==> config.mk <==
export PLATFORM = sky130hd
export DESIGN_NAME = wavelet_readout_scheduler
export DESIGN_NICKNAME = d
export VERILOG_FILES = /design/src/rtl/wavelet_readout_scheduler.sv
export SDC_FILE = /design/constraint.sdc
export NUM_CORES = 1
export LEC_CHECK = 0
export BUFFER_PORTS_ARGS = -buffer_cell sky130_fd_sc_hd__buf_2
export CAP_MARGIN = 20
export CORE_UTILIZATION = 55
export DETAILED_ROUTE_END_ITERATION = 16
export GPL_ROUTABILITY_DRIVEN = 0
export PLACE_DENSITY = 0.79
export SKIP_CTS_REPAIR_TIMING = 1
export SLEW_MARGIN = 20
export SYNTH_ARGS = -nofsm -noshare
export SYNTH_HDL_FRONTEND = slang
export SYNTH_SLANG_ARGS = --single-unit
==> constraint.sdc <==
create_clock -name clk_master -period 2.1 [get_ports clk_master]
set_input_delay 0.21 -clock clk_master [delete_from_list [all_inputs] [get_ports clk_master]]
set_output_delay 0.21 -clock clk_master [all_outputs]
set_load 0.02 [all_outputs]
==> src/rtl/wavelet_readout_scheduler.sv <==
// Round-robin serializer for the I/Q readouts of a wavelet filter bank: snapshots all cores on a
// sample tick and streams SYNC_WORD, the enabled cores' 4-bit readouts and an even-parity bit.
module wavelet_readout_scheduler #(
   parameter int          N_CORES   = 8,
   parameter logic [7:0]  SYNC_WORD = 8'hA5
) (
   input  logic                   clk_master,
   input  logic                   rst,
   input  logic                   sample_tick,
   input  logic [2*N_CORES-1:0]   read_out_I,
   input  logic [2*N_CORES-1:0]   read_out_Q,
   input  logic [N_CORES-1:0]     core_en,
   input  logic                   ser_ready,
   input  logic                   clr_ovf,
   output logic                   ser_data,
   output logic                   ser_valid,
   output logic                   busy,
   output logic                   frame_done,
   output logic                   overrun,
   output logic [7:0]             ovf_count
);

   localparam int CW = (N_CORES > 1) ? $clog2(N_CORES) : 1;

   typedef enum logic [1:0] {
      S_IDLE    = 2'd0,
      S_HEADER  = 2'd1,
      S_PAYLOAD = 2'd2,
      S_PARITY  = 2'd3
   } state_t;

   state_t               state_q,     state_d;
   logic [2:0]           hdr_idx_q,   hdr_idx_d;
   logic [1:0]           sub_q,       sub_d;
   logic [CW-1:0]        core_q,      core_d;
   logic [2*N_CORES-1:0] shadow_i_q,  shadow_i_d;
   logic [2*N_CORES-1:0] shadow_qd_q, shadow_qd_d;
   logic [N_CORES-1:0]   shadow_en_q, shadow_en_d;
   logic                 parity_q,    parity_d;
   logic                 valid_q,     valid_d;
   logic                 overrun_q,   overrun_d;
   logic [7:0]           ovf_cnt_q,   ovf_cnt_d;

   logic                 xfer_s;
   logic                 data_s;
   logic                 accept_s;
   logic                 drop_s;
   logic                 first_vld_s;
   logic [CW-1:0]        first_idx_s;
   logic                 next_vld_s;
   logic [CW-1:0]        next_idx_s;

   assign xfer_s = valid_q & ser_ready;

   // Lowest enabled core overall, and lowest enabled core above the current pointer.
   always_comb begin
      first_vld_s = 1'b0;
      first_idx_s = '0;
      next_vld_s  = 1'b0;
      next_idx_s  = '0;
      for (int k = N_CORES - 1; k >= 0; k--) begin
         if (shadow_en_q[k]) begin
            first_vld_s = 1'b1;
            first_idx_s = k[CW-1:0];
         end else begin
            first_vld_s = first_vld_s;
         end
         if (shadow_en_q[k] && (k > int'(core_q))) begin
            next_vld_s = 1'b1;
            next_idx_s = k[CW-1:0];
         end else begin
            next_vld_s = next_vld_s;
         end
      end
   end

   // Serial bit selection from registered state and shadow copies only.
   always_comb begin
      data_s = 1'b0;
      case (state_q)
         S_HEADER:  data_s = SYNC_WORD[hdr_idx_q];
         S_PAYLOAD: begin
            case (sub_q)
               2'd0:    data_s = shadow_i_q[{core_q, 1'b1}];
               2'd1:    data_s = shadow_i_q[{core_q, 1'b0}];
               2'd2:    data_s = shadow_qd_q[{core_q, 1'b1}];
               default: data_s = shadow_qd_q[{core_q, 1'b0}];
            endcase
         end
         S_PARITY:  data_s = parity_q;
         default:   data_s = 1'b0;
      endcase
   end

   // Frame sequencing, snapshot acceptance and overrun bookkeeping.
   always_comb begin
      state_d     = state_q;
      hdr_idx_d   = hdr_idx_q;
      sub_d       = sub_q;
      core_d      = core_q;
      shadow_i_d  = shadow_i_q;
      shadow_qd_d = shadow_qd_q;
      shadow_en_d = shadow_en_q;
      parity_d    = parity_q;
      valid_d     = valid_q;
      accept_s    = 1'b0;
      drop_s      = 1'b0;

      case (state_q)
         S_IDLE: begin
            accept_s = sample_tick;
            valid_d  = 1'b0;
         end
         S_HEADER: begin
            drop_s = sample_tick;
            if (xfer_s && (hdr_idx_q == 3'd0)) begin
               state_d = first_vld_s ? S_PAYLOAD : S_PARITY;
               core_d  = first_idx_s;
               sub_d   = 2'd0;
            end else if (xfer_s) begin
               hdr_idx_d = hdr_idx_q - 3'd1;
            end else begin
               hdr_idx_d = hdr_idx_q;
            end
         end
         S_PAYLOAD: begin
            drop_s = sample_tick;
            if (xfer_s) begin
               parity_d = parity_q ^ data_s;
               if (sub_q == 2'd3) begin
                  state_d = next_vld_s ? S_PAYLOAD : S_PARITY;
                  core_d  = next_vld_s ? next_idx_s : core_q;
                  sub_d   = 2'd0;
               end else begin
                  sub_d = sub_q + 2'd1;
               end
            end else begin
               parity_d = parity_q;
            end
         end
         S_PARITY: begin
            // A tick landing on the parity transfer starts the next frame without a gap.
            if (xfer_s) begin
               accept_s = sample_tick;
               state_d  = S_IDLE;
               valid_d  = 1'b0;
            end else begin
               drop_s = sample_tick;
            end
         end
         default: begin
            state_d = S_IDLE;
            valid_d = 1'b0;
         end
      endcase

      if (accept_s) begin
         shadow_i_d  = read_out_I;
         shadow_qd_d = read_out_Q;
         shadow_en_d = core_en;
         state_d     = S_HEADER;
         hdr_idx_d   = 3'd7;
         sub_d       = 2'd0;
         core_d      = '0;
         parity_d    = 1'b0;
         valid_d     = 1'b1;
      end else begin
         shadow_en_d = shadow_en_d;
      end

      if (clr_ovf) begin
         overrun_d = 1'b0;
         ovf_cnt_d = 8'd0;
      end else if (drop_s) begin
         overrun_d = 1'b1;
         ovf_cnt_d = (ovf_cnt_q == 8'd255) ? ovf_cnt_q : ovf_cnt_q + 8'd1;
      end else begin
         overrun_d = overrun_q;
         ovf_cnt_d = ovf_cnt_q;
      end
   end

   // State and shadow registers with synchronous reset.
   always_ff @(posedge clk_master) begin
      if (rst) begin
         state_q     <= S_IDLE;
         hdr_idx_q   <= 3'd0;
         sub_q       <= 2'd0;
         core_q      <= '0;
         shadow_i_q  <= '0;
         shadow_qd_q <= '0;
         shadow_en_q <= '0;
         parity_q    <= 1'b0;
         valid_q     <= 1'b0;
         overrun_q   <= 1'b0;
         ovf_cnt_q   <= 8'd0;
      end else begin
         state_q     <= state_d;
         hdr_idx_q   <= hdr_idx_d;
         sub_q       <= sub_d;
         core_q      <= core_d;
         shadow_i_q  <= shadow_i_d;
         shadow_qd_q <= shadow_qd_d;
         shadow_en_q <= shadow_en_d;
         parity_q    <= parity_d;
         valid_q     <= valid_d;
         overrun_q   <= overrun_d;
         ovf_cnt_q   <= ovf_cnt_d;
      end
   end

   assign ser_data   = data_s;
   assign ser_valid  = valid_q;
   assign busy       = (state_q != S_IDLE);
   assign frame_done = (state_q == S_PARITY) & xfer_s;
   assign overrun    = overrun_q;
   assign ovf_count  = ovf_cnt_q;

endmodule
==> After elaboration in Yosys (flattened, before gate mapping) <==
Memories as Yosys holds them, arrays and structs flattened. A register that Yosys moved wholly into a read port is not among the register bits.
Cells that the tools add are included.
{ "op_classes": {"order_cmp": 10, "muxes": 71, "n_bitwise": 4, "eq_ne": 17, "reduce_logical": 29, "add_sub_neg": 3} }
{ "ops": {"columns": ["cell", "count"], "rows": [
  ["$mux 3", 25],
  ["$mux 1", 27],
  ["$reduce_and 5->1", 3],
  ["$mux 2", 7],
  ["$bmux 1 s3", 4],
  ["$gt 3x3->1 const A", 4],
  ["$ne 2x2->1 const B", 6],
  ["$ne 3x3->1 const B", 4],
  ["$lt 4x5->1 const B", 2],
  ["$add 8x1->8 const B", 1],
  ["$eq 2x2->1 const B", 4],
  ["$eq 8x8->1 const B", 1],
  ["$logic_and 1x1->1", 8],
  ["$reduce_bool 2->1", 4],
  ["$gt 2x3->1 const A", 2],
  ["$pmux 1 s2", 3],
  ["$pmux 1 s3", 2],
  ["$pmux 2 s3", 1],
  ["$pmux 3 s2", 1],
  ["$reduce_and 2->1", 3],
  ["$reduce_and 3->1", 2],
  ["$reduce_bool 3->1", 2],
  ["$reduce_or 2->1", 3],
  ["$eq 2x1->1 const B", 2],
  ["11 further kinds", 13]
]} }
{ "word_totals": {"memories": 1, "wordCells": 147, "ff_bits": 61, "rom_bits": 8, "output_inout_bits": 13, "inputBits": 45} }
{ "memory_table": {"columns": ["name", "depth", "width", "rd", "rd_ports_with_merged_regs", "write_ports", "line_no", "text"], "rows": [
  ["(no name shown)", 8, 1, 1, 1, 0, "81", "S_HEADER: data_s = SYNC_WORD[hdr_idx_q];"]
]} }

==> Depth between registers and ports, before layout <==
{ "depth": {"ltp_word": 14, "depth_mapped": 8, "depth_no_buf": 8} }

==> Worst setup path before layout <==
OpenSTA, ideal clock, no wires.
{ "synth_path": {"path_type": "reg-to-reg", "from": "register state_q[0]", "to": "register shadow_en_q[0]", "required_time_ps": 1968, "path_slack_ps": 187, "period_less_slack_ps": 1913, "path_stages_with_launch": 9, "path_buffers": 2, "arrival_time_ps": 1780, "setup_ps": 132, "cell_sequence": "dfxtp_1 > ha_1 > inv_1 > nor2_1 > o21ai_0 > clkbuf_1 > buf_2 > nand2_1 > a21oi_1"} }
{ "synth_between": {"elab_chain_cells": 2, "elab_cells_between_ends": 3, "classes_between": "eq/ne (1); mux (1); reduce/logical (1)"} }
{ "synth_lines": {"columns": ["item", "line_no", "text"], "rows": [
  ["from (decl)", "32", "state_t state_q, state_d;"],
  ["from (signal assigned)", "198", "state_q <= state_d;"],
  ["$eq 2x2->1 or $logic_not 2->1 (tied branches)", "109", "case (state_q)"],
  ["$pmux 1 s2 (*)", "109", null],
  ["to (signal assigned)", "204", "shadow_en_q <= shadow_en_d;"],
  ["to (decl)", "38", "logic [N_CORES-1:0] shadow_en_q, shadow_en_d;"]
]} }
Mark *: on every way between the ends. The rest lies on a longest branch, timed or not.
A chain may end at the register's enable or synchronous reset.

==> Worst setup path in the final report <==
{ "layout_path": {"from": "register core_q[0]", "to": "output port ser_data"} }
{ "layout_between": {"elab_chain_cells": 4, "elab_cells_between_ends": 10, "classes_between": "mux (10)"} }
{ "layout_lines": {"columns": ["item", "line_no", "text"], "rows": [
  ["from (decl)", "35", "logic [CW-1:0] core_q, core_d;"],
  ["from (signal assigned)", "201", "core_q <= core_d;"],
  ["$bmux 1 s3 (on tied branches)", null, null],
  ["$mux 1 (on tied branches)", null, null],
  ["$pmux 1 s3 (*)", "83", "case (sub_q)"],
  ["$pmux 1 s3 (*)", "80", "case (state_q)"],
  ["to (decl)", "15", "output logic ser_data,"]
]} }
Mark *: on every way between the ends. The rest lies on a longest branch, timed or not. The select of a mux whose other input is x is not followed.

==> impl_metrics.py <==
metrics = {
    "synth": {
        "synth_edf_count": 0,
        "avgSynthCellArea_um2": 8.27,
        "synth_area_um2": 3150,
        "ys_seq_elements": 62,
        "ys_types": 52,
        "synthCells": 381,
        "synth-main-ff-cell": "dfxtp_1",
        "yosys_warnings": 0,
        "async_reset_ff_share_pct": 0,
        "yosysSeqAreaShare_pct": 39.4,
        "syn_nets": 439,
    },
    "setup_path": {
        "crit_fanout": 11,
        "r2r_setup_slack_ns": 0.16,
        "endpoint": "ser_data",
        "crit_type": "flip-flop to primary output",
        "crit_path_start_kind": "flip-flop",
        "cp-end-kind": "primary output",
        "reg2regPathDepth": 6,
        "cp.required_ns": 1.89,
        "max_stage_delay_ns": 0.56,
        "slowest_stage": "mux4_1",
        "crit_arrival_ns": 2.04,
        "reg2reg_to": "state_q[0]",
        "rr_startpoint": "state_q[0]",
        "cp-startpoint": "core_q[0]",
        "path_cells": "buf_6, mux4_1, nand2_1, nand3_2, a21oi_2, nor3_2, buf_4",
    },
    "drt": {
        "vias_per_cell": 5.45,
        "first_iter_violations": 152,
        "vias": 2801,
        "totalWireLength_um": 6710,
        "wire_per_inst_um": 13.1,
        "antenna_left": 0,
        "drc": 0,
        "first_pass_iters": 4,
    },
    "power_and_ir_drop": {
        "p_clk_share_pct": 24.4,
        "leakage_nw": 1.49,
        "power.total_mw": 4.17,
        "vdd_drop_max_uv": 892,
        "netSwitchingFraction_pct": 36.9,
        "seqPwrFrac_pct": 38.2,
        "internal-power_mw": 2.63,
        "p_comb_share_pct": 37.4,
        "switching_power_mw": 1.54,
        "p_per_area_nw_per_um2": 1120,
    },
    "sta": {
        "slew-limit-headroom_pct": 71.4,
        "setup_viol_count_final": 1,
        "finalCritPeriodShare_pct": 107,
        "fmax_mhz": 445,
        "rsz0062_at_grt": "true",
        "finalMaxSlewViolations": 0,
        "post-route-min-period_ns": 2.25,
        "finalHoldViolCount": 0,
        "worstMarginPinSlew_ns": 0.429,
        "worst_slack_ns": -0.149,
        "fin_skew_ns": 0.00920,
    },
    "finish": {
        "layout.nets": 496,
        "area_growth_pct": 18.4,
        "final_common_cell": "nand2_1",
        "layout-drive-gt1-share_pct": 23.5,
        "final_cell_mix": "nand2_1 (96), dfxtp_1 (59), buf_2 (56)",
        "regArea_um2": 1250,
        "fillers": 462,
        "n_antenna_cell": 0,
        "postLayoutCoreUtil_pct": 67.7,
        "multi_input_area_um2": 1780,
    },
    "floorplan": {
        "die_area_um2": 6030,
        "rows": 27,
        "initial_core_util_pct": 57.2,
        "die_x_um": 77.7,
        "core-area_um2": 5510,
        "die_h_um": 77.7,
        "boundaryPins": 58,
    },
    "cts": {
        "cts_tree": "done",
        "cts-root-buf": "clkbuf_8",
        "cts_sinks": 62,
        "cts_htree_levels": 3,
        "cts_buffers": 9,
        "clk_pin_slew_ns": 0.07,
        "clockBufferDepth": 2,
        "clk_latency_ns": 0.34,
    },
    "grt": {
        "gr-usage-all-layers_pct": 23.8,
        "grt.overflow.total": 0,
        "antenna_found_initial": 0,
        "first_global_vias": 2510,
        "grt_pass1_wl_um": 11200,
        "grt_max_degree": 42,
    },
    "job": {
        "max-cap-violations": 0,
    },
    "placement": {
        "place_hpwl_um": 4840,
        "portBuffers": 57,
    },
    "status": {
        "status": "finished, violations left",
        "violations": "negative setup slack",
    },
    "min_path": {
        "hp-class": "input port to flip-flop",
    },
}
[sequential cells by signal, summed over array words and instances, names as in the netlist, named ones only]
signal	cells
ovf_count	8
hdr_idx_q	3
ser_valid	1
core_q	3
shadow_i_q	16
state_q	2
shadow_qd_q	16
overrun	1
parity_q	1
shadow_en_q	8
sub_q	2
[area by class of cell]
cell class | instances | area share (%)
clock buffers | 11 | 3.79
clock inverters | 4 | 1.27
inverters | 12 | 1.21
multi-input cells | 286 | 47.7
flip-flops and latches | 62 | 33.4
well taps | 72 | 2.42
repair buffers | 67 | 10.2
[routing by layer]
| metal | GRT usage (%) | wire [um] |
|---|---|---|
| met5 | 0 | 0 |
| met4 | 13.8 | 166 |
| met3 | 4.24 | 254 |
| met2 | 39.0 | 3170 |
| met1 | 29.4 | 3110 |
[cells in the mapped netlist (3+ instances only)]
library cell	number	area [um^2]
a21boi_0	4	30.0
a21oi_1	57	285
a311oi_1	3	26.3
buf_1	4	15.0
buf_2	6	30.0
clkbuf_1	7	26.3
dfxtp_1	62	1240
ha_1	13	163
inv_1	12	45.0
mux2i_1	4	40.0
mux4_1	6	158
nand2_1	96	360
nand2b_1	3	18.8
nand3_1	8	40.0
nand4_1	4	25.0
nor2_1	22	82.6
nor2b_1	4	25.0
nor3_1	4	20.0
o21a_1	5	37.5
o21ai_0	11	55.1
xnor2_1	5	43.8
xor2_1	4	35.0
[worst min path at each step]
| stage | start | to | slack, ns | cells past startpoint |
|---|---|---|---|---|
| 2_1_floorplan | read_out_I[0] | shadow_i_q[0] | 0.35 | 2 |
| 3_3_place_gp | shadow_qd_q[14] | shadow_qd_q[14] | 0.44 | 2 |
| 4_1_cts | core_en[4] | shadow_en_q[4] | 0.09 | 3 |
| 6_report | read_out_Q[3] | shadow_qd_q[3] | 0.10 | 3 |
| 3_5_place_dp | shadow_qd_q[6] | shadow_qd_q[6] | 0.45 | 2 |
| 5_1_grt | read_out_I[2] | shadow_i_q[2] | 0.10 | 3 |
[cells by family (layout without fill, tap and decap cells)]
group | count (synthesis) | count (layout) | share of synthesized area [%]
mux | 13 | 13 | 7.71
simple gates | 155 | 155 | 21.9
fa+ha+maj | 13 | 13 | 5.17
xor+xnor | 9 | 9 | 2.50
flops | 62 | 62 | 39.4
buf+inv | 33 | 94 | 5.17
compound gates | 96 | 96 | 18.2
[critical path, delay by kind of cell (launching register included)]
kind,cells,cell delay [ns]
buffers and inverters,2,0.31
AND/OR/NAND/NOR,3,0.28
flip-flops,1,0.38
multiplexers,1,0.56
AO/OA/AOI/OAI,1,0.17
[power groups by stage]
stage                     clock, mW  combinational (mW)  sequential (mW)
final                          1.02                1.56             1.59
after CTS                      1.04                1.53             1.59
after global placement            0                1.48             1.61
after global routing           1.10                1.75             1.63
after floorplan                   0                1.14             1.56
after detailed placement          0                1.52             1.61
[metrics by stage]
stage / instances / worst slack [ns] / instance area, um^2 / hold slack [ns] / TNS (ns)
detailed placement: 499 / 0.0459 / 3500 / 0.445 / 0
floorplan: 381 / 0.187 / 3150 / 0.346 / 0
global route: 514 / -0.221 / 3730 / 0.101 / -0.221
global placement: 499 / 0.0735 / 3500 / 0.440 / 0
CTS: 514 / -0.336 / 3690 / 0.0929 / -0.336
finish: 514 / -0.149 / 3730 / 0.104 / -0.149
(Power assumes the default switching activity.)
